### config.mk
export PLATFORM = sky130hd
export DESIGN_NAME = lgca_cell
export DESIGN_NICKNAME = d
export VERILOG_FILES = /design/src/rtl/lgca_cell.sv
export SDC_FILE = /design/constraint.sdc
export NUM_CORES = 1
export LEC_CHECK = 0
export ABC_AREA = 0
export CELL_PAD_IN_SITES_DETAIL_PLACEMENT = 0
export CELL_PAD_IN_SITES_GLOBAL_PLACEMENT = 1
export CORE_UTILIZATION = 38
export CTS_CLUSTER_DIAMETER = 50
export DETAILED_ROUTE_END_ITERATION = 8
export PLACE_DENSITY_LB_ADDON = 0.1
export SKIP_LAST_GASP = 1
export SLEW_MARGIN = 25
export SYNTH_ARGS = -nofsm -noshare
export SYNTH_HDL_FRONTEND = slang
export SYNTH_SLANG_ARGS = --single-unit
### constraint.sdc
create_clock -name clk -period 2.77 [get_ports clk]
set_input_delay 0.277 -clock clk [delete_from_list [all_inputs] [get_ports clk]]
set_output_delay 0.277 -clock clk [all_outputs]
set_load 0.02 [all_outputs]
### src/rtl/lgca_cell.sv
// lgca_cell: one cell of an HPP-style lattice-gas array.
//
// Occupancy bits: bit0=E, bit1=N, bit2=W, bit3=S (direction of travel).
// On each generation strobe the cell gathers the particles heading into it
// from its four neighbours. It applies the selected collision rule, ORs in any
// injected particles and registers the result.
//
// Ports
//   clk, rst_n        clock; synchronous active-low reset
//   step              generation strobe, one update per cycle it is high
//   mode              0 free flight, 1 HPP deterministic, 2 HPP stochastic, 3 wall
//   in_e/in_n/in_w/in_s  occupancy of the E/N/W/S neighbour cells
//   inject_valid/inject_dirs/inject_ready  particle injection handshake
//   clr_count         synchronous clear of coll_count
//   state             registered occupancy
//   pcount            number of particles in state
//   coll_count        saturating collision counter
module lgca_cell #(
    parameter int unsigned COUNT_W = 8,
    parameter logic [15:0] SEED    = 16'hACE1
) (
    input  logic               clk,
    input  logic               rst_n,
    input  logic               step,
    input  logic [1:0]         mode,
    input  logic [3:0]         in_e,
    input  logic [3:0]         in_n,
    input  logic [3:0]         in_w,
    input  logic [3:0]         in_s,
    input  logic               inject_valid,
    input  logic [3:0]         inject_dirs,
    output logic               inject_ready,
    input  logic               clr_count,
    output logic [3:0]         state,
    output logic [2:0]         pcount,
    output logic [COUNT_W-1:0] coll_count
);

    // An all-zero Galois LFSR would lock up, so a zero seed is replaced.
    localparam logic [15:0]        SeedEff  = (SEED == 16'h0000) ? 16'h0001 : SEED;
    localparam logic [15:0]        Taps     = 16'hB400;
    localparam logic [COUNT_W-1:0] CountMax = '1;
    localparam logic [COUNT_W-1:0] CountOne = {{(COUNT_W - 1){1'b0}}, 1'b1};

    logic [15:0]        lfsr_q, lfsr_d;
    logic [3:0]         state_q, state_d;
    logic [3:0]         pend_q, pend_d;
    logic               pend_v_q, pend_v_d;
    logic [COUNT_W-1:0] count_q, count_d;

    logic [3:0] arr;
    logic [3:0] rule_out;
    logic       coll;
    logic       xfer;
    logic [3:0] merge;

    // Only the particle heading towards this cell is taken from each neighbour.
    assign arr = {in_n[3], in_e[2], in_s[1], in_w[0]};

    logic unused_in;
    assign unused_in = ^{in_n[2:0], in_e[3], in_e[1:0], in_s[3:2], in_s[0], in_w[3:1]};

    always_comb begin
        rule_out = arr;
        coll     = 1'b0;
        case (mode)
            2'd0: begin
                rule_out = arr;
            end
            2'd1: begin
                // Head-on pairs (E+W or N+S only) turn by 90 degrees.
                if (arr == 4'b0101 || arr == 4'b1010) begin
                    rule_out = ~arr;
                    coll     = 1'b1;
                end
            end
            2'd2: begin
                if ((arr == 4'b0101 || arr == 4'b1010) && lfsr_q[15]) begin
                    rule_out = ~arr;
                    coll     = 1'b1;
                end
            end
            default: begin
                // Wall: every particle bounces straight back.
                rule_out = {arr[1:0], arr[3:2]};
                coll     = |arr;
            end
        endcase
    end

    assign inject_ready = ~pend_v_q;
    assign xfer         = inject_valid & ~pend_v_q;
    // Parked injection and a same-cycle bypass are mutually exclusive (xfer needs ~pend_v).
    assign merge = (pend_v_q ? pend_q : 4'b0000) | (xfer ? inject_dirs : 4'b0000);

    always_comb begin
        lfsr_d   = (lfsr_q >> 1) ^ (lfsr_q[0] ? Taps : 16'h0000);
        state_d  = state_q;
        pend_d   = pend_q;
        pend_v_d = pend_v_q;
        count_d  = count_q;

        if (step) begin
            state_d  = rule_out | merge;
            pend_v_d = 1'b0;
        end else if (xfer) begin
            pend_d   = inject_dirs;
            pend_v_d = 1'b1;
        end

        if (clr_count) begin
            count_d = '0;
        end else if (step && coll && count_q != CountMax) begin
            count_d = count_q + CountOne;
        end
    end

    always_ff @(posedge clk) begin
        if (!rst_n) begin
            lfsr_q   <= SeedEff;
            state_q  <= 4'b0000;
            pend_q   <= 4'b0000;
            pend_v_q <= 1'b0;
            count_q  <= '0;
        end else begin
            lfsr_q   <= lfsr_d;
            state_q  <= state_d;
            pend_q   <= pend_d;
            pend_v_q <= pend_v_d;
            count_q  <= count_d;
        end
    end

    assign state      = state_q;
    assign pcount     = {2'b00, state_q[0]} + {2'b00, state_q[1]}
                      + {2'b00, state_q[2]} + {2'b00, state_q[3]};
    assign coll_count = count_q;

endmodule
# [Yosys cells after proc, flatten, opt, wreduce, memory -nomap -nowiden]
# Cells that the tools add are included.
[word_totals] ff_bits=33 in_bits=27 out_inout_bits=16 wordCells=40
[op_classes] n_addsub=4 n_eq_ne=5 mux=9 bitwise=8 n_reduce_logical=9
[op_table] op="16-bit 2-to-1 mux" count=1
[op_table] op="4-bit 2-to-1 mux" count=4
[op_table] op="15-bit by 16-bit XOR with 16-bit output" count=1
[op_table] op="4-bit case mux with 3 select lines" count=1
[op_table] op="8-bit by 1-bit adder with 8-bit output, second input constant" count=1
[op_table] op="8-bit != test, second input constant" count=1
[op_table] op="4-bit OR" count=2
[op_table] op="4-bit by 3-bit == test with 1-bit output, second input constant" count=1
[op_table] op="4-bit == test, second input constant" count=1
[op_table] op="4-bit inverter" count=1
[op_table] op="2-bit OR reduction" count=2
[op_table] op="4-bit OR reduction" count=1
[op_table] op="2-bit by 1-bit adder with 3-bit output" count=1
[op_table] op="3-bit by 1-bit adder with 3-bit output" count=1
[op_table] op="1-bit logical AND" count=3
[op_table] op="1-bit inverter" count=3
[op_table] op="1-bit case mux with 3 select lines" count=1
[op_table] op="1-bit by 1-bit adder with 2-bit output" count=1
[op_table] op="2-bit by 1-bit == test with 1-bit output, second input constant" count=1
[op_table] op="2-bit == test, second input constant" count=1
[op_table] op="2-bit logical NOT" count=1
[op_table] op="1-bit 2-to-1 mux" count=2
[op_table] op="2-bit AND reduction" count=1
[op_table] op="1-bit AND" count=1
[op_table] op="1-bit logical OR" count=1

# [Depth between registers and ports, before layout]
# Gate-level depths: netlist of run 1.
[depth] depth_word=7 ltp_mapped=7 ltp_nobuf=5

# [Worst setup path before layout of run 1]
# OpenSTA, ideal clock, no wires.
[synth_timing] kind="reg-to-output" from="register state_q[0], in the netlist state[0]" to="output pcount[1]" arrival_time_ns=1.618 t_required_ns=2.493 slack_ns=0.875 stages_incl_launch_ff=6 n_path_buf=0 cell_sequence="dfxtp_1 > inv_1 > fa_1 > inv_1 > ha_1 > ha_1"
[synth_via] elab_chain_len=3
[synth_rtl] item="from (decl)" line="46" text="logic [3:0] state_q, state_d;"
[synth_rtl] item="from (signal assigned)" line="127" text="state_q <= state_d;"
[synth_rtl] item="1-bit by 1-bit adder with 2-bit output" line="135" text="assign pcount = {2'b00, state_q[0]} + {2'b00, state_q[1]}"
[synth_rtl] item="2-bit by 1-bit adder with 3-bit output" line="136" text="+ {2'b00, state_q[2]} + {2'b00, state_q[3]};"
[synth_rtl] item="3-bit by 1-bit adder with 3-bit output" line="136"
[synth_rtl] item="to (decl)" line="35" text="output logic [2:0] pcount,"
# No other way between the ends.

# [Worst setup path in the final report of run 1]
# Ends and elaborated chain as after synthesis.

==> metrics.txt, run 1 <==
commonest cells after routing, fill and taps aside 33 x dfxtp_1, 30 x clkdlybuf4s50_1, 13 x nand2_1, 12 x o21ai_0; Mapped Area 1520 sq um; highest cell delay on the worst timing path 0.59 ns; CTS Hold Bufs 0; setup ws final 0.204 ns; placed inst area around 1800 sq um; worst skew pair latency 0.28 ns; Final Setup Violations 0; Die ar. between 4000 and 5000 sq um; max-cap viol count 0; synthesis-to-layout area growth 28.3%; r2r startpoint coll_count[0]; htree depth 2; final WL roughly 3.0 mm; Wirelength per Cell between 10 and 15 microns; CP Buf/Inv Count 3; CTS tree built; register bit total from synthesis 33; drt first pass iters 5; DR iter-0 viols roughly 120; HPWL after detailed placement between 2 and 2.5 mm; vias per cell roughly 5.1; Fin Setup TNS 0 ns; Critical Path AT between 2 and 2.5 ns; Max Clk Rate around 390 MHz; Required @ worst endpoint about 2.5 ns; power per cell area 574 nW/um^2; crit path from state[0]; boundary pin count 43; commonest non-fill, non-tap cell in the layout dfxtp_1; Reg clk slew, reported paths roughly 0.070 ns; Register Area around 660 sq um; IO buf count 30; height of the die 65.3 microns; antenna violations before repair 0; Die Wd ~65 microns; WS Path Type flop to output pin; worst min path class flop to flop; slew margin rel. 0.505; layout cells sized above 1 0.109; CP max stage cell clkdlybuf4s50_1; Diodes inserted 0; Yosys cell types 40; Avg Inst Size Synth around 9.5 sq um; nets about 220; number of global-route vias before repair ~1200; fill count between 300 and 400; Post-CTS Resized 0; sequential area share after synthesis 0.435; via count 1229; global-route wire length before repair about 5.2 mm; syn nets ~190; aggregate global-route resource usage 0.160; Post-Place Setup Slack between 0.3 and 0.4 ns; core box area approximately 3700 sq um; row cnt 22; outcome finished, final reports clean; Post-DRT Antenna Nets 0; fin. max-slew vios 0; area occupied by multi-input gates 777 sq um; starting density of the core 0.406; critical path startpoint category flop; Synth Warn # 0; GRT overflow 0; Sink Count 33; delay-heaviest family, CP adder cells; Clock Skews around 0.0034 ns; setup bufs post-CTS 0; cells along the critical path inv_1 > fa_1 > inv_1 > ha_1 > ha_1 > clkdlybuf4s50_1; clk buf depth 2; final period utilization 0.926; Pleak slightly above 0.7 nW; worst-path maximum fanout 3; hold path startpoint lfsr_q[6]; largest net degree at the start of global routing 20; Tmin final 2.57 ns; TritonCTS Buffers 5; clk root buf clkbuf_8; RSZ-0062 raised after global routing false; GPL Wtd Cong approximately 0.8; DRC errors left 0; final hold violation count 0; Slew @ Worst Pin roughly 0.74 ns; Synth Instances 160; Peak VDD IR ~0.42 mV; Post-Layout Inst Area approximately 2000 sq um; crit path capture type output pin
## flip-flops by register name, summed over array words and instances, names as in the netlist
register / flops
pend_v_q: 1
coll_count: 8
lfsr_q: 16
state: 4
pend_q: 4
## path summary, 6_finish.rpt
path | cells past startpoint | slack (ns) | endpoint
worst max-delay path | 6 | 0.20 | pcount[1]
worst min-delay path | 1 | 0.41 | lfsr_q[5]
worst max register to register | 5 | 0.99 | coll_count[7]
worst min register to register | 1 | 0.41 | lfsr_q[5]
## layout make-up
type | count | area share
Timing Repair Buffer | 31 | 0.158
Multi-Input combinational cell | 112 | 0.398
Clock inverter | 3 | 0.0237
Tap cell | 48 | 0.0308
Sequential cell | 33 | 0.339
Clock buffer | 5 | 0.0353
Inverter | 8 | 0.0154
## kinds of logic (layout without fill, tap and decap cells)
| logic type | count (synthesis) | count (layout) | share of synthesized area |
|---|---|---|---|
| flops | 33 | 33 | 0.435 |
| compound gates | 37 | 37 | 0.174 |
| buf+inv | 15 | 47 | 0.0543 |
| mux | 5 | 5 | 0.0329 |
| fa+ha+maj | 4 | 4 | 0.0379 |
| simple gates | 62 | 62 | 0.243 |
| xor+xnor | 4 | 4 | 0.0230 |
## cells in the mapped netlist
library cell	number	area, sq um
o31a_2	1	10.0
xor2_1	2	17.5
a221oi_1	2	17.5
xnor2_1	2	17.5
or3_2	3	22.5
o31ai_1	2	15.0
clkbuf_1	3	11.3
ha_1	3	37.5
nor3b_1	3	22.5
o211ai_1	1	7.51
and4bb_2	2	25.0
buf_4	1	7.51
o2111ai_4	1	26.3
nand2_1	13	48.8
and2_2	2	15.0
inv_1	8	30.0
nor2b_1	5	31.3
o21ai_0	12	60.1
fa_1	1	20.0
or4_1	2	15.0
dfxtp_1	33	661
or2b_2	1	8.76
and4_1	1	8.76
buf_6	3	33.8
a21oi_1	8	40.0
and3_1	3	18.8
nand2b_1	6	37.5
o221a_2	1	11.3
and2_1	8	50.1
o221ai_1	1	8.76
mux2i_1	5	50.1
a41oi_1	1	8.76
or3_1	1	6.26
o21a_1	4	30.0
nor2_1	4	15.0
nand4_1	2	12.5
o211a_4	1	17.5
nand3_1	5	25.0
nor4_1	1	6.26
a31oi_1	2	12.5
## through the flow
step	util	instances	hold slack, ns	total power (W)
final	0.521	240	0.411	0.00112
after global routing	0.521	240	0.450	0.00118
after CTS	0.521	240	0.410	0.00114
after detailed placement	0.490	232	0.392	0.000679
after global placement	0.490	232	0.391	0.000675
after floorplan	-	160	0.350	0.000618
## where the power goes
group / total [W] / leakage, nW / switching, W / internal, W
sequential: 0.000512 / 0.272 / 0.0000130 / 0.000499
clock: 0.000452 / 0.0543 / 0.000183 / 0.000269
combinational: 0.000156 / 0.382 / 0.0000757 / 0.0000799
## worst reg2reg max path, delay by kind of cell (launching register included)
kind                     cells  cell delay (ns)
AO/OA/AOI/OAI                2             0.39
AND/OR/NAND/NOR              2             0.70
flip-flops                   1             0.36
adder cells (fa/ha/maj)      1             0.26
## layer usage
metal	GRT usage	up-vias	routed length, microns
met3	0.0590	2	142
met5	0	-	0
met2	0.265	27	1490
met1	0.188	571	1400
li1	-	629	-
met4	0.0571	0	19
(Power assumes the default switching activity.)
==> run 2, diff against run 1 <==
Settings changed: CORE_MARGIN from default to 8.
==> run 2 against run 1 <==
  * Via count rose by 1.4%
  * Non-clock buffer count is 2 higher
  * Design area down 0.32%
  * Clock power is 20% lower
  * Core utilization shrank 2.4 points
  * Flip-flop and latch count did not move
  * Critical path depth unchanged
  * Global-route usage fell by 4.9 points
  * Largest power group unchanged
  * Highest routed layer unchanged
==> metrics.txt, run 2 (synthesis results as in run 1) <==
fin. max-slew vios 0 (unchanged); worst min path class flop to flop; core box area 3910 sq um (+4.5%); DR iter-0 viols 68 (-42%); final period utilization 0.934 (+0.00798); htree depth 2 (unchanged); Final Setup Violations 0 (unchanged); outcome finished, final reports clean; Critical Path AT 2.31 ns (+0.02 ns); RSZ-0062 raised after global routing false; WHS Endpoint lfsr_q[5]; vias per cell 5.11 (-0.28%); Sink Count 33 (unchanged); Register Area 661 sq um (unchanged); worst-path maximum fanout 3 (unchanged); via count 1246 (+1.4%); largest net degree at the start of global routing 16 (-20%); number of global-route vias before repair 1247 (+6.5%); crit path capture type output pin; Pleak 0.701 nW (-1.1%); GRT overflow 0 (unchanged); Peak VDD IR 0.394 mV (-6.3%); critical path startpoint category flop; IO buf count 30 (unchanged); starting density of the core 0.388 (-0.0177); HPWL after detailed placement 2.48 mm (+15%); max-cap viol count 0 (unchanged); reg-to-reg setup timing slack 0.99 ns (about the same); Diodes inserted 0 (unchanged); aggregate global-route resource usage 0.111 (-0.0492); final hold violation count 0 (unchanged); Post-DRT Antenna Nets 0 (unchanged); fill count 399 (+7.3%); Required @ worst endpoint 2.49 ns (about the same); DRC errors left 0 (unchanged); setup ws final 0.182 ns (-0.0221 ns); height of the die 79.3 microns (+21%); CTS Hold Bufs 0 (unchanged); Reg clk slew, reported paths 0.07 ns (about the same); antenna violations before repair 0 (unchanged); Die ar. 6280 sq um (+48%); setup bufs post-CTS 0 (unchanged); CTS tree built; Fin Setup TNS 0 ns (unchanged); worst r2r dst coll_count[7]; commonest non-fill, non-tap cell in the layout dfxtp_1; hold path cells 1 (unchanged); Wirelength per Cell 13.8 microns (+8.5%); slew margin rel. 0.728 (+0.224); synthesis-to-layout area growth 27.9%; row cnt 23 (+4.5%); commonest cells after routing, fill and taps aside 33 x dfxtp_1, 30 x clkdlybuf4s50_1, 13 x nand2_1, 12 x o21ai_0; boundary pin count 43 (unchanged); Tmin final 2.59 ns (+0.0221 ns); Post-Place Setup Slack 0.330 ns (+0.00173 ns); Largest register FFs 16 (unchanged); layout cells sized above 1 0.119 (+0.00918); r2r startpoint coll_count[0]; TritonCTS Buffers 5 (unchanged); clk buf depth 2 (unchanged); Clock Skews 0.00362 ns (+0.000245 ns); hold path startpoint lfsr_q[6]; Post-CTS Resized 0 (unchanged); area occupied by multi-input gates 777 sq um (unchanged); Slew @ Worst Pin 0.407 ns (-0.334 ns); power per cell area 531 nW/um^2 (-7.6%); R2R depth 5 (unchanged); Die Wd 79.3 microns (+21%); clk root buf clkbuf_8; WS Path Type flop to output pin; Max Clk Rate 386 MHz (-0.85%); final WL 3.36 mm (+10%); nets 224 (+0.90%); worst hold margin 0.412 ns (+0.00119 ns); GPL Wtd Cong 0.785 (-1.6%); worst skew pair latency 0.28 ns (about the same); Biggest register lfsr_q; drt first pass iters 4 (-1); global-route wire length before repair 5.60 mm (+7.8%)
==> run 2: how the worst max path moves through the flow <==
stage | start | cells after the start | endpoint | slack (ns)
floorplan | state[0] | 5 | pcount[1] | 0.87
global placement | in_e[2] | 6 | coll_count[5] | 0.37
detailed placement | in_e[2] | 6 | coll_count[7] | 0.33
CTS | state[0] | 6 | pcount[1] | 0.15
global route | state[0] | 6 | pcount[1] | 0.07
finish | state[0] | 6 | pcount[1] | 0.18
==> run 2: worst max-delay path, stage by stage (launching register included) <==
cell             delay (ns)
dfxtp_1                0.35
inv_1                  0.07
fa_1                   0.53
inv_1                  0.04
ha_1                   0.17
ha_1                   0.27
clkdlybuf4s50_1        0.60
==> run 2: where the power goes <==
group	switching [W]	internal (W)	leakage, nW	total (W)
Clock	0.000185	0.000176	0.0364	0.000361
Combinational	0.0000768	0.0000816	0.392	0.000158
Sequential	0.0000137	0.000499	0.272	0.000513
==> run 2: final cells by class <==
class | instances | share of cell area
multi-input combinational | 112 | 0.400
sequential | 33 | 0.340
inverter | 8 | 0.0154
tap | 50 | 0.0322
timing repair buffer | 33 | 0.166
clock buffer | 5 | 0.0354
clock inverter | 3 | 0.0116
==> run 2: routing by layer <==
| metal | share of wire | wire, microns | GRT usage |
|---|---|---|---|
| met1 | 0.45 | 1520 | 0.128 |
| met2 | 0.50 | 1680 | 0.187 |
| met3 | 0.042 | 141 | 0.0361 |
| met4 | 0.0048 | 16 | 0.0389 |
| met5 | 0 | 0 | 0 |
==> run 2: stage by stage <==
step,total power [W],instance area (sq um),cells,util
4_1_cts,0.00105,1940,244,0.497
3_3_place_gp,0.000680,1850,236,0.473
6_report,0.00103,1940,244,0.497
2_1_floorplan,0.000618,1520,160,-
3_5_place_dp,0.000684,1850,236,0.473
5_1_grt,0.00109,1940,244,0.497
==> run 3, diff against run 2 <==
Settings changed: CAP_MARGIN from default to 40.
==> results of run 3 <==
No change in the layout: final DEF, timing and power equal those of run 2.
